File: src/rtl/decode_exec_fsm_if.sv
// Fetch-to-execute handshake plus memory bus and PC-redirect signals of the execute stage.
// master is the execute stage; slave is the fetch/memory side.
interface decode_exec_fsm_if #(
    parameter int unsigned DATA_W = 16,
    parameter int unsigned ADDR_W = 8
);
    logic              ir_load;
    logic [15:0]       ir_in;
    logic              MFC;
    logic [DATA_W-1:0] mem_rdata;
    logic              mem_EN;
    logic              mem_RW;
    logic [ADDR_W-1:0] mem_addr;
    logic [DATA_W-1:0] mem_wdata;
    logic              pc_load;
    logic [ADDR_W-1:0] pc_target;
    logic              done;
    logic              halted;
    logic              zero_flag;

    modport master (
        input  ir_load, ir_in, MFC, mem_rdata,
        output mem_EN, mem_RW, mem_addr, mem_wdata, pc_load, pc_target, done, halted, zero_flag
    );

    modport slave (
        output ir_load, ir_in, MFC, mem_rdata,
        input  mem_EN, mem_RW, mem_addr, mem_wdata, pc_load, pc_target, done, halted, zero_flag
    );
endinterface

File: src/rtl/decode_exec_fsm.sv
// Execute stage: captures an instruction from fetch, runs it against a 4-entry register file,
// handles LD/ST over an MFC handshake and reports completion with a one-cycle done pulse.
module decode_exec_fsm #(
    parameter int unsigned DATA_W = 16,
    parameter int unsigned ADDR_W = 8
) (
    input logic               clk,
    input logic               rst,
    decode_exec_fsm_if.master bus
);

    typedef enum logic [2:0] {
        StIdle,
        StDecode,
        StExec,
        StMem,
        StDone,
        StHalt
    } state_e;

    typedef enum logic [3:0] {
        OpNop  = 4'h0,
        OpLdi  = 4'h1,
        OpAdd  = 4'h2,
        OpSub  = 4'h3,
        OpAnd  = 4'h4,
        OpOr   = 4'h5,
        OpLd   = 4'h6,
        OpSt   = 4'h7,
        OpJmp  = 4'h8,
        OpBrz  = 4'h9,
        OpHalt = 4'hF
    } opcode_e;

    state_e            state_q, state_d;
    logic [15:0]       ir_q;
    logic [DATA_W-1:0] rf_q [4];
    logic [DATA_W-1:0] opa_q, opb_q;
    logic              z_q;

    opcode_e           opcode;
    logic [1:0]        rd, rs;
    logic [ADDR_W-1:0] imm;
    logic [DATA_W-1:0] imm_ext;

    logic              rf_we;
    logic [DATA_W-1:0] rf_wd;
    logic              mem_en, mem_rw, pc_load, done, halted;
    logic [ADDR_W-1:0] mem_addr, pc_target;
    logic [DATA_W-1:0] mem_wdata;

    assign opcode  = opcode_e'(ir_q[15:12]);
    assign rd      = ir_q[11:10];
    assign rs      = ir_q[9:8];
    assign imm     = ir_q[ADDR_W-1:0];
    assign imm_ext = {{(DATA_W - ADDR_W){1'b0}}, imm};

    always_ff @(posedge clk or negedge rst) begin
        if (!rst) begin
            state_q <= StIdle;
        end else begin
            state_q <= state_d;
        end
    end

    always_ff @(posedge clk or negedge rst) begin
        if (!rst) begin
            ir_q  <= '0;
            opa_q <= '0;
            opb_q <= '0;
            z_q   <= 1'b0;
            for (int i = 0; i < 4; i++) begin
                rf_q[i] <= '0;
            end
        end else begin
            if (state_q == StIdle && bus.ir_load) begin
                ir_q <= bus.ir_in;
            end
            if (state_q == StDecode) begin
                opa_q <= rf_q[rd];
                opb_q <= rf_q[rs];
            end
            // Every register write also refreshes Z from the written value.
            if (rf_we) begin
                rf_q[rd] <= rf_wd;
                z_q      <= (rf_wd == '0);
            end
        end
    end

    always_comb begin
        state_d   = state_q;
        rf_we     = 1'b0;
        rf_wd     = '0;
        mem_en    = 1'b0;
        mem_rw    = 1'b0;
        mem_addr  = '0;
        mem_wdata = '0;
        pc_load   = 1'b0;
        pc_target = '0;
        done      = 1'b0;
        halted    = 1'b0;

        unique case (state_q)
            StIdle: begin
                if (bus.ir_load) state_d = StDecode;
            end
            StDecode: state_d = StExec;
            StExec: begin
                state_d = StDone;
                unique case (opcode)
                    OpLdi: begin rf_we = 1'b1; rf_wd = imm_ext;         end
                    OpAdd: begin rf_we = 1'b1; rf_wd = opa_q + opb_q;   end
                    OpSub: begin rf_we = 1'b1; rf_wd = opa_q - opb_q;   end
                    OpAnd: begin rf_we = 1'b1; rf_wd = opa_q & opb_q;   end
                    OpOr:  begin rf_we = 1'b1; rf_wd = opa_q | opb_q;   end
                    OpLd, OpSt: state_d = StMem;
                    OpJmp: begin pc_load = 1'b1; pc_target = imm;       end
                    OpBrz: begin
                        if (z_q) begin
                            pc_load   = 1'b1;
                            pc_target = imm;
                        end
                    end
                    OpHalt: state_d = StHalt;
                    default: ;  // NOP and the illegal opcodes A-E
                endcase
            end
            StMem: begin
                // Held stable every cycle until MFC is seen on a rising edge.
                mem_en   = 1'b1;
                mem_rw   = (opcode == OpLd);
                mem_addr = imm;
                if (opcode == OpSt) mem_wdata = opa_q;
                if (bus.MFC) begin
                    state_d = StDone;
                    if (opcode == OpLd) begin
                        rf_we = 1'b1;
                        rf_wd = bus.mem_rdata;
                    end
                end
            end
            StDone: begin
                done    = 1'b1;
                state_d = StIdle;
            end
            StHalt: halted = 1'b1;
            default: state_d = StIdle;
        endcase
    end

    assign bus.mem_EN    = mem_en;
    assign bus.mem_RW    = mem_rw;
    assign bus.mem_addr  = mem_addr;
    assign bus.mem_wdata = mem_wdata;
    assign bus.pc_load   = pc_load;
    assign bus.pc_target = pc_target;
    assign bus.done      = done;
    assign bus.halted    = halted;
    assign bus.zero_flag = z_q;

endmodule

File: src/flat_wrapper.sv
// flat-port wrapper written by rule: the top's interface ports become plain ports
module decode_exec_fsm_flat 
#(
    parameter int unsigned DATA_W = 16,
    parameter int unsigned ADDR_W = 8
)
  (clk, rst, bus_ir_load, bus_ir_in, bus_MFC, bus_mem_rdata, bus_mem_EN, bus_mem_RW, bus_mem_addr, bus_mem_wdata, bus_pc_load, bus_pc_target, bus_done, bus_halted, bus_zero_flag);
  decode_exec_fsm_if #(.DATA_W(DATA_W), .ADDR_W(ADDR_W)) bus_i ();
  input logic clk;
  input logic rst;
  input wire logic [$bits(bus_i.ir_load)-1:0] bus_ir_load;
  input wire logic [$bits(bus_i.ir_in)-1:0] bus_ir_in;
  input wire logic [$bits(bus_i.MFC)-1:0] bus_MFC;
  input wire logic [$bits(bus_i.mem_rdata)-1:0] bus_mem_rdata;
  output wire logic [$bits(bus_i.mem_EN)-1:0] bus_mem_EN;
  output wire logic [$bits(bus_i.mem_RW)-1:0] bus_mem_RW;
  output wire logic [$bits(bus_i.mem_addr)-1:0] bus_mem_addr;
  output wire logic [$bits(bus_i.mem_wdata)-1:0] bus_mem_wdata;
  output wire logic [$bits(bus_i.pc_load)-1:0] bus_pc_load;
  output wire logic [$bits(bus_i.pc_target)-1:0] bus_pc_target;
  output wire logic [$bits(bus_i.done)-1:0] bus_done;
  output wire logic [$bits(bus_i.halted)-1:0] bus_halted;
  output wire logic [$bits(bus_i.zero_flag)-1:0] bus_zero_flag;
  assign bus_i.ir_load = bus_ir_load;
  assign bus_i.ir_in = bus_ir_in;
  assign bus_i.MFC = bus_MFC;
  assign bus_i.mem_rdata = bus_mem_rdata;
  assign bus_mem_EN = bus_i.mem_EN;
  assign bus_mem_RW = bus_i.mem_RW;
  assign bus_mem_addr = bus_i.mem_addr;
  assign bus_mem_wdata = bus_i.mem_wdata;
  assign bus_pc_load = bus_i.pc_load;
  assign bus_pc_target = bus_i.pc_target;
  assign bus_done = bus_i.done;
  assign bus_halted = bus_i.halted;
  assign bus_zero_flag = bus_i.zero_flag;
  decode_exec_fsm #(.DATA_W(DATA_W), .ADDR_W(ADDR_W)) u_core (.clk(clk), .rst(rst), .bus(bus_i));
endmodule
File: config.mk
export PLATFORM = sky130hd
export DESIGN_NAME = decode_exec_fsm_flat
export DESIGN_NICKNAME = d
export VERILOG_FILES = /design/src/rtl/decode_exec_fsm_if.sv /design/src/rtl/decode_exec_fsm.sv /design/src/flat_wrapper.sv
export SDC_FILE = /design/constraint.sdc
export NUM_CORES = 1
export LEC_CHECK = 0
export CORE_ASPECT_RATIO = 0.9
export CORE_MARGIN = 1
export CORE_UTILIZATION = 62
export DETAILED_ROUTE_END_ITERATION = 7
export GPL_ROUTABILITY_DRIVEN = 0
export GPL_TIMING_DRIVEN = 0
export PLACE_DENSITY = 0.84
export SETUP_SLACK_MARGIN = 0.2
export SLEW_MARGIN = 20
export SYNTH_ARGS = -nofsm -noshare
export SYNTH_HDL_FRONTEND = slang
export SYNTH_SLANG_ARGS = --single-unit
File: constraint.sdc
create_clock -name clk -period 9.25 [get_ports clk]
set_input_delay 1.3875 -clock clk [delete_from_list [all_inputs] [get_ports clk]]
set_output_delay 1.3875 -clock clk [all_outputs]
set_load 0.005 [all_outputs]
; ---- Word-level counts from Yosys, hierarchy flattened
; Index checks and enable logic that the tools add are counted.
[totals]
wordCells = 77
in_bits = 36
out_inout_bits = 38
ff_bits = 116
[op_classes]
magnitude_cmp = 3
muxes = 34
reduce_logical = 7
n_addsub = 2
n_bitwise = 5
eq_ne = 17
[op_table]
columns = cell, n
row1 = $mux 16, 9
row2 = $pmux 16 s5, 1
row3 = $bmux 16 s2, 2
row4 = $bwmux 64, 1
row5 = $demux 16 s2, 1
row6 = $pmux 16 s2, 1
row7 = $mux 8, 3
row8 = $add 16x16->16, 1
row9 = $and 16x16->16, 1
row10 = $eq 4x3->1 const B, 4
row11 = $logic_not 16->1, 1
row12 = $or 16x16->16, 1
row13 = $pmux 8 s2, 1
row14 = $sub 16x16->16, 1
row15 = $pmux 3 s5, 1
row16 = $eq 4x4->1 const B, 3
row17 = $mux 1, 9
row18 = $eq 4x2->1 const B, 2
row19 = $eq 3x2->1 const B, 2
row20 = $eq 3x3->1 const B, 2
row21 = $ge 3x3->1 const B, 2
row22 = $mux 3, 2
row23 = $not 2->3, 2
row24 = $pmux 3 s2, 1
row25 = other kinds (11), 14

; ---- Logic depth before layout (Yosys ltp)
; Gate-level depths: netlist (run 1).
[depth]
depth_word = 6
mapped_depth = 18
mapped_depth_nobuf = 16

; ---- Worst setup path after synthesis (run 1)
; No wires, ideal clock.
[synth_timing]
kind = register to register
from = reg u_core.ir_q[12]
to = reg u_core.z_q, in the netlist u_core.bus.zero_flag
arrival_time_ns = 3.732
required_time_ns = 9.128
slack_ns = 5.396
setup_ns = 0.122
synth_period_minus_slack_ns = 3.854
path_stages_with_launch = 18
path_buffers = 4
path_cell_list = dfrtp_1 -> buf_2 -> buf_1 -> clkbuf_1 -> and2_1 -> clkbuf_1 -> nor2_1 -> xnor2_1 -> ha_1 -> a21o_1 -> a21oi_1 -> a21oi_1 -> or4_1 -> and3_4 -> and4_4 -> and4_1 -> and3_1 -> a32o_1
[synth_via]
elab_chain_cells = 5
word_cells_on_any_way = 16
cone_classes = eq/ne: 6 / mux: 8 / reduce/logical: 2
[synth_rtl]
columns = element, line_no
row1 = from (decl), decode_exec_fsm.sv:36  ; logic [15:0] ir_q;
row2 = from (signal assigned), decode_exec_fsm.sv:77  ; ir_q <= bus.ir_in;
row3 = $eq 4x3->1, decode_exec_fsm.sv:137  ; if (opcode == OpLd) begin
row4 = $mux 16, decode_exec_fsm.sv:137
row5 = $mux 16, decode_exec_fsm.sv:135  ; if (bus.MFC) begin
row6 = $pmux 16 s2, decode_exec_fsm.sv:104  ; unique case (state_q)
row7 = $logic_not 16->1, decode_exec_fsm.sv:86  ; z_q <= (rf_wd == '0);
row8 = to (signal assigned), decode_exec_fsm.sv:86
row9 = to (decl), decode_exec_fsm.sv:39  ; logic z_q;
; Several ways; a longest one is shown, not always the timed one.
; A chain may end at the register's enable or synchronous reset.

; ---- Worst setup path after layout (run 1)
; Ends and elaborated chain as after synthesis.

==> impl_metrics.toml, run 1 <==
[status]
outcome = "complete, no violations"

[sta]
fin_skew_ps = 7.18
finalWorstSetupSlack_ps = 4230
slew_violations = 0
setup_viol = 0
worst_slew_pin_slew_ps = 950
fmax_mhz = 199
finalCritPeriodShare = 0.543
relSlewSlack = 0.367
rsz0062_at_grt = "false"
fin_tns_setup_ps = 0
fin_crit_ps = 5020
finalHoldViolCount = 0

[cts]
clock_latency_ps = 430
cts_resized = 0
post_cts_buffers = 0
clk_pin_slew_ps = 60
ctsHtreeMaxLevel = 4
cts_num_sinks = 116
cts_buffer_depth = 2
cts_tree = "built"
numCtsBuffers = 17
clockRootBuffer = "clkbuf_16"
postCtsHoldBufs = 0

[power_and_ir_drop]
p_per_area_nw_per_um2 = 148
power.leakage_nw = 3.73
ir_drop_mv = 0.137

[worst_setup_path]
critPathRequiredTime_ps = 9610
setup.worst_path.start_class = "register"
critical_path.cell_chain = "buf_2, buf_1, clkbuf_1, and2_1, clkbuf_1, a31oi_1, xnor2_1, ha_1, a21oi_1, o22ai_1, nor2_1, a21oi_1, or3_1, a31oi_1, and4_1, and3_1, a32o_1"
worstPathMaxFanout = 10
cpPeakStageDelay_ps = 630
end_kind = "register"
slowest_stage = "a31oi_1"
path_class = "reg2reg"
crit_arrival_ps = 5380

[global_routing]
grt_pass1_vias = 5903
antenna_found_initial = 0
gr-total-overflow = 0
grt_usage = 0.359
grt_max_degree = 64
grt_pass1_wl_mm = 31.1

[route]
route.vias.total = 5924
dr.pass1.iters = 7
wl_mm = 19.8
viasPerCell = 6.35
drc = 0
ant_nets = 0
wire_per_inst_um = 21.2
drt_iter0_drc = 470

[cells_and_area]
final_cell_area_um2 = 8670
diodes = 0
syn_to_final_growth_pct = 22.6
nNetsFinal = 823
drive_gt1_frac = 0.175

[logic_synthesis]
seq_area_frac_synth = 0.411
synth.most_common_cell = "dfrtp_1"
synth.area.top_cells = "dfrtp_1 (41%), mux4_2 (10%), mux2_2 (7.5%)"
synth_ff_type = "dfrtp_1"
synth_top_area_frac = 0.411
synth_area_um2 = 7070
synth.net_count = 730
syn_area_per_cell_um2 = 10.5
yosys_register_bits = 116
syn_inst = 675
synth-edff-count = 0
synth_top_cell_by_area = "dfrtp_1"
synth_common_cells = "dfrtp_1 (116), nand2_1 (70), o21ai_0 (68), mux2_2 (47), nor2_1 (37)"
ys_types = 65
async_flop_share = 1.00
ys_warn_count = 0

[die]
die_w_um = 115
coreArea_um2 = 10900
die_h_um = 103
ios = 74
rows = 36
start_util = 0.646
fp.dieArea_um2 = 11800

[placed_design]
placed_area_um2 = 8020
dpl.hpwl_mm = 14.0
dp_slack_ps = 4460
numPortBuffers = 73

[job]
cap_viol_max_count = 0

[worst_hold_path]
holdCritPathClass = "reg2reg"
## metal layers
| layer | vias to the layer above | routed length (um) | global-route usage |
|---|---|---|---|
| met5 | - | 0 | 0 |
| met4 | 0 | 604 | 0.166 |
| met3 | 49 | 1850 | 0.0874 |
| met2 | 338 | 9610 | 0.601 |
| met1 | 2883 | 7750 | 0.449 |
| li1 | 2654 | - | - |
## report_power, final
group	switching [mW]	internal, mW
registers	0.00256	0.511
clock network	0.242	0.473
logic	0.0301	0.0267
## logic make-up after synthesis
group,synth area share
and+or+nand+nor,0.154
AOI/OAI and AO/OA,0.135
DFF,0.411
muxes,0.177
buffers and inverters,0.0388
adders and majority gates,0.0559
xor gates and xnor gates,0.0285
## cells in the final DEF, fill, tap and decap left out, types with 3 or more instances in the layout
master,Yosys,final
a21o_1,3,3
a21oi_1,33,33
a222oi_1,7,7
a22oi_1,9,9
a31oi_1,4,4
and2_1,35,35
and3_1,4,4
and4_1,3,3
buf_1,6,6
buf_2,5,5
buf_6,3,4
bufinv_16,0,4
clkbuf_1,29,30
clkbuf_16,0,17
clkbuf_8,0,3
clkdlybuf4s50_1,0,72
dfrtp_1,116,116
ha_1,18,18
inv_1,17,17
maj3_1,15,15
mux2_2,47,47
mux4_2,32,32
nand2_1,70,70
nand2b_1,7,7
nand3_1,5,5
nor2_1,37,37
nor2b_1,6,6
nor3_1,10,10
nor3b_1,5,5
o21a_1,5,5
o21ai_0,68,68
o22ai_1,3,3
o41ai_1,3,3
or3_1,3,3
xnor2_1,17,17
xor2_1,6,6
## through the flow
step | power (mW) | utilization | hold WS, ps | std cells
after detailed placement | 0.579 | 0.733 | 493 | 901
after global placement | 0.577 | 0.730 | 474 | 900
after CTS | 1.29 | 0.792 | 505 | 933
after global routing | 1.31 | 0.792 | 531 | 933
final | 1.29 | 0.792 | 509 | 933
after floorplan | 0.545 | - | 461 | 675
## flip-flops by register name, indices dropped and copies added (netlist names)
| signal | flops |
|---|---|
| u_core.rf_q | 64 |
| u_core.ir_q | 16 |
| u_core.opa_q | 16 |
| u_core.opb_q | 16 |
| u_core.state_q | 3 |
| u_core.bus.zero_flag | 1 |
## worst paths after layout
path	startpoint	cells after the start	slack, ps	to
min reg2reg	u_core.rf_q[24]	2	510	u_core.rf_q[24]
max reg2reg	u_core.ir_q[12]	17	4230	u_core.bus.zero_flag
min	u_core.rf_q[24]	2	510	u_core.rf_q[24]
max	u_core.ir_q[12]	17	4230	u_core.bus.zero_flag
max in group asynchronous	rst	2	7590	u_core.rf_q[52]
min in group asynchronous	rst	1	920	u_core.ir_q[15]
## layout make-up
| type | count | area [um2] |
|---|---|---|
| sequential | 116 | 2900 |
| tap | 152 | 190 |
| clock inverter | 11 | 173 |
| multi-input combinational | 496 | 3900 |
| buffer | 46 | 210 |
| clock buffer | 21 | 470 |
| timing repair buffer | 74 | 759 |
| inverter | 17 | 63.8 |
| fill | 680 | 2280 |
## worst max-delay path, delay by kind of cell (launching register included)
family | cells | cell delay [ps]
and+or+nand+nor | 5 | 1100
xor gates and xnor gates | 1 | 160
AOI/OAI and AO/OA | 6 | 1570
buffers and inverters | 4 | 1390
DFF | 1 | 320
adders and majority gates | 1 | 390
No activity file was read; power rests on OpenSTA's default activity.
==> run 2, diff against run 1 <==
- CORE_UTILIZATION: 62 -> 58
- PLACE_DENSITY: 0.84 -> 0.79
- clock period: 9.25 -> 4.9 ns (I/O delays scaled with it)
==> run 2 against run 1 <==
Fmax is 11% higher. Design area is 0.30% lower. Die area is 6.8% higher. Sequential power is 89% higher. Sequential share of layout area is 0.10 points higher. Register-to-register slack worse by 3900 ps. Power is 81% higher. Largest cell class unchanged.
==> impl_metrics.toml, run 2 (synthesis gave the netlist of run 1 again) <==
[route]
dr.pass1.iters = 6
wl_mm = 19.5
drt_iter0_drc = 489
viasPerCell = 6.30
drc = 0
route.vias.total = 5914
ant_nets = 0
wire_per_inst_um = 20.7

[die]
fp.dieArea_um2 = 12600
die_w_um = 118
start_util = 0.606
die_h_um = 107
coreArea_um2 = 11700
rows = 37
ios = 74

[worst_setup_path]
critPathRequiredTime_ps = 5260
slowest_stage = "a21oi_1"
worstPathMaxFanout = 10
critical_path.cell_chain = "buf_2, clkbuf_2, clkbuf_2, and2_1, clkbuf_1, a31oi_1, xnor2_1, ha_1, a21oi_1, o22ai_1, nor2_1, a21oi_1, or3_1, a31oi_2, and4_1, and3_1, a32o_1"
cpPeakStageDelay_ps = 430
setup.worst_path.start_class = "register"
end_kind = "register"
crit_arrival_ps = 4880
path_class = "reg2reg"

[power_and_ir_drop]
comb_power_share = 0.046
p_per_area_nw_per_um2 = 269
seq_power_share = 0.418
p_sw_frac = 0.232
p_int_mw = 1.78
p_switching_mw = 0.540
power.leakage_nw = 3.70
clkPwrFrac = 0.537
ir_drop_mv = 0.261
power_mw = 2.32

[sta]
fin_crit_ps = 4530
relSlewSlack = 0.383
finalCritPeriodShare = 0.924
finalWorstSetupSlack_ps = 375
fin_skew_ps = 8.92
worst_slew_pin_slew_ps = 926
finalHoldViolCount = 0
fmax_mhz = 221
slew_violations = 0
setup_viol = 0
rsz0062_at_grt = "false"

[cells_and_area]
drive_gt1_frac = 0.182
num-fill-cells = 814
diodes = 0
nNetsFinal = 824
final_cell_mix = "dfrtp_1 (116), clkdlybuf4s50_1 (72), nand2_1 (70)"
final_cells = 938
syn_to_final_growth_pct = 22.3
final_cell_area_um2 = 8640
final_common_cell = "dfrtp_1"
largest-register = "u_core.rf_q"
largest_reg_flops = 64

[global_routing]
grt_usage = 0.335
gr-total-overflow = 0
grt_pass1_vias = 6004
grt_pass1_wl_mm = 31.3
antenna_found_initial = 0
grt_max_degree = 60

[cts]
cts_buffer_depth = 2
cts_num_sinks = 116
cts_tree = "built"
numCtsBuffers = 17
ctsHtreeMaxLevel = 4
clk_pin_slew_ps = 60
clock_latency_ps = 430
clockRootBuffer = "clkbuf_16"

[placed_design]
dp_slack_ps = 66.6
placed_area_um2 = 8030
numPortBuffers = 73
dpl.hpwl_mm = 14.0
dp.cells = 905

[job]
cap_viol_max_count = 0

[status]
outcome = "complete, no violations"

[worst_hold_path]
holdCritPathClass = "in2async"
-- run 2: changes by cell type in the layout (fill, tap and decap cells not counted), moves of 2 or more --
cell and change:
clkbuf_2 +2, clkinvlp_4 +3, bufinv_16 -2, inv_6 +3
clkbuf_8 -2
-- run 2: worst paths after layout --
path	start	end	slack (ps)	depth (start not counted)
min in group clk	u_core.rf_q[13]	u_core.rf_q[13]	500	2
setup reg to reg	u_core.ir_q[12]	u_core.bus.zero_flag	370	17
setup / recovery	u_core.ir_q[12]	u_core.bus.zero_flag	370	17
hold / removal	rst	u_core.ir_q[15]	260	1
max in group asynchronous	rst	u_core.rf_q[36]	3930	2
hold reg to reg	u_core.rf_q[13]	u_core.rf_q[13]	500	2
-- run 2: area by class of cell --
class                      instances  area, um2  area share
buffer                            46        213      0.0246
clock buffer                      19        443      0.0513
clock inverter                    13        148      0.0171
inverter                          17       63.8     0.00739
multi-input combinational        496       3910       0.452
sequential                       116       2900       0.336
tap                              156        195      0.0226
timing repair buffer              75        767      0.0888
-- run 2: power groups by stage --
| stage | clock network [mW] | registers [mW] | logic, mW |
|---|---|---|---|
| after floorplan | 0 | 0.985 | 0.0440 |
| after global placement | 0 | 0.987 | 0.104 |
| after detailed placement | 0 | 0.987 | 0.108 |
| after CTS | 1.25 | 0.970 | 0.108 |
| after global routing | 1.30 | 0.970 | 0.116 |
| final | 1.25 | 0.970 | 0.107 |
-- run 2: stage by stage --
stage          hold WS (ps)   util  TNS, ps
3_3_place_gp            474  0.685  -135070
4_1_cts                 306  0.740        0
6_report                260  0.741        0
2_1_floorplan           439      -        0
3_5_place_dp            492  0.688        0
5_1_grt                 307  0.741        0
-- run 2: repair_timing --
item / in CTS / in global routing
buffers inserted: 1 / 0
pin swaps: 1 / 0
setup endpoints to repair: 1 / 18
hold buffers: 0 / 0
gates resized for setup: 1 / 4
-- run 2: layer usage --
layer	GRT usage	wire length [um]	vias up
met5	0	0	-
met4	0.137	568	0
met3	0.0957	1840	55
met2	0.550	9360	323
met1	0.418	7690	2883
li1	-	-	2653
-- run 2: critical path: cells and delay by family (launching register included) --
family	cells	cell delay (ps)
and+or+nand+nor	5	1070
AOI/OAI and AO/OA	6	1420
adders and majority gates	1	380
buffers and inverters	4	1110
xor gates and xnor gates	1	160
DFF	1	310
==> run 3, diff against run 2 <==
- CORE_UTILIZATION: 58 -> 62
- PLACE_DENSITY: 0.79 -> 0.84
- clock period: 4.9 -> 5.4 ns (I/O delays scaled with it)
==> run 3 against run 2 <==
First-iteration DRC count is 3.5% lower. Fmax decreased by 6.5%. Cell count fell by 0.53%. Via count rose by 0.14%. Routed wire length is 2.1% higher. Critical path depth rose by 1. Sequential power fell by 9.3%. Worst setup slack gained 190 ps. Flip-flop and latch count did not move. Clock skew down 1.2 ps. Critical endpoint unchanged.
==> impl_metrics.toml, run 3 (synthesis gave the netlist of run 1 again) <==
[worst_setup_path]
path_class = "reg2reg"
reg2reg_slack_ps = 560
crit_arrival_ps = 5200
worstPathMaxFanout = 10
r2r-start = "u_core.ir_q[12]"
reg2reg_depth = 18
end_kind = "register"
setup.worst_path.start_class = "register"
critPathRequiredTime_ps = 5760
reg2reg_to = "u_core.bus.zero_flag"

[global_routing]
gr-total-overflow = 0
grt_usage = 0.359
grt_pass1_vias = 5903
grt_pass1_wl_mm = 31.1
grt_max_degree = 64
antenna_found_initial = 0

[sta]
fin_crit_ps = 4840
worst_slew_pin_slew_ps = 944
finalHoldViolCount = 0
holdWs_ps = 340
finalCritPeriodShare = 0.896
slew_violations = 0
fin_skew_ps = 7.69
fmax_mhz = 207
relSlewSlack = 0.371
rsz0062_at_grt = "false"
setup_viol = 0

[cells_and_area]
final_cell_mix = "dfrtp_1 (116), clkdlybuf4s50_1 (72), nand2_1 (70)"
seq_area_um2 = 2900
final_cell_area_um2 = 8670
multi_input_area_um2 = 3900
syn_to_final_growth_pct = 22.7
largest-register = "u_core.rf_q"
drive_gt1_frac = 0.177
diodes = 0
num-fill-cells = 678
final_common_cell = "dfrtp_1"
largest_reg_flops = 64
nNetsFinal = 823

[die]
rows = 36
die_h_um = 103
ios = 74
start_util = 0.646
fp.dieArea_um2 = 11800
coreArea_um2 = 10900
die_w_um = 115

[power_and_ir_drop]
seq_power_share = 0.400
power.leakage_nw = 3.73
ir_drop_mv = 0.234
clkPwrFrac = 0.556
p_int_mw = 1.73
comb_power_share = 0.044
p_sw_frac = 0.213
p_per_area_nw_per_um2 = 254
p_switching_mw = 0.469

[placed_design]
numPortBuffers = 73
dpl.hpwl_mm = 14.0
placed_area_um2 = 8020

[route]
route.vias.total = 5922
ant_nets = 0
viasPerCell = 6.35
dr.pass1.iters = 8
wire_per_inst_um = 21.3
drt_iter0_drc = 472
wl_mm = 19.9
drc = 0

[cts]
numCtsBuffers = 17
clock_latency_ps = 430
cts_tree = "built"
cts_buffer_depth = 2
ctsHtreeMaxLevel = 4
clockRootBuffer = "clkbuf_16"
post_cts_buffers = 0
clk_pin_slew_ps = 60
cts_num_sinks = 116

[status]
outcome = "complete, no violations"

[job]
cap_viol_max_count = 0

[worst_hold_path]
holdCritPathClass = "in2async"
-- run 3: power by group through the flow --
stage	logic [mW]	registers (mW)	clock network [mW]
floorplan	0.0399	0.894	0
global placement	0.0929	0.895	0
detailed placement	0.0967	0.895	0
CTS	0.0984	0.880	1.23
global route	0.106	0.881	1.26
finish	0.0974	0.880	1.22
-- run 3: worst max-delay path, stage by stage, from the launching register on --
cell and delay [ps]:
dfrtp_1 320, buf_2 220, buf_1 390, clkbuf_1 460, and2_1 200, clkbuf_1 330, a21oi_1 100, xnor2_1 170
ha_1 290, clkbuf_1 220, a21oi_1 240, nor3b_1 80, o21ai_0 160, nand2b_1 100, a221oi_2 250, xnor2_1 110
a222oi_1 670, and3_1 280, a32o_1 160
-- run 3: worst max-delay path by stage --
stage / from / endpoint / cells after the start
6_report: u_core.ir_q[12] / u_core.bus.zero_flag / 18
5_1_grt: u_core.ir_q[12] / u_core.bus.zero_flag / 18
4_1_cts: u_core.ir_q[12] / u_core.bus.zero_flag / 17
3_5_place_dp: u_core.ir_q[12] / u_core.bus.zero_flag / 17
3_3_place_gp: rst / u_core.ir_q[11] / 1
2_1_floorplan: u_core.ir_q[12] / u_core.bus.zero_flag / 17
-- run 3: layer usage --
layer / wire length [um] / track usage
met3: 1960 / 0.0874
met2: 9620 / 0.601
met4: 577 / 0.166
met1: 7720 / 0.449
met5: 0 / 0
-- run 3: layout make-up --
type                            count  area share
Buffer                             46      0.0242
Clock buffer                       21      0.0542
Clock inverter                     11      0.0199
Inverter                           17     0.00736
Multi-Input combinational cell    496       0.450
Sequential cell                   116       0.335
Tap cell                          152      0.0219
Timing Repair Buffer               74      0.0876
-- run 3: per-stage QoR --
| stage | utilization | setup TNS (ps) | power, mW | setup slack, ps | std cells |
|---|---|---|---|---|---|
| floorplan | - | 0 | 0.934 | 1550 | 675 |
| global placement | 0.730 | -79190 | 0.988 | -690 | 900 |
| detailed placement | 0.733 | 0 | 0.992 | 609 | 901 |
| CTS | 0.792 | 0 | 2.21 | 512 | 933 |
| global route | 0.792 | 0 | 2.25 | 293 | 933 |
| finish | 0.792 | 0 | 2.20 | 561 | 933 |
-- run 3: timing repair --
item | CTS | global route
gates resized for setup | 0 | 1
setup endpoints to repair | 0 | 1
hold buffers | 0 | 0
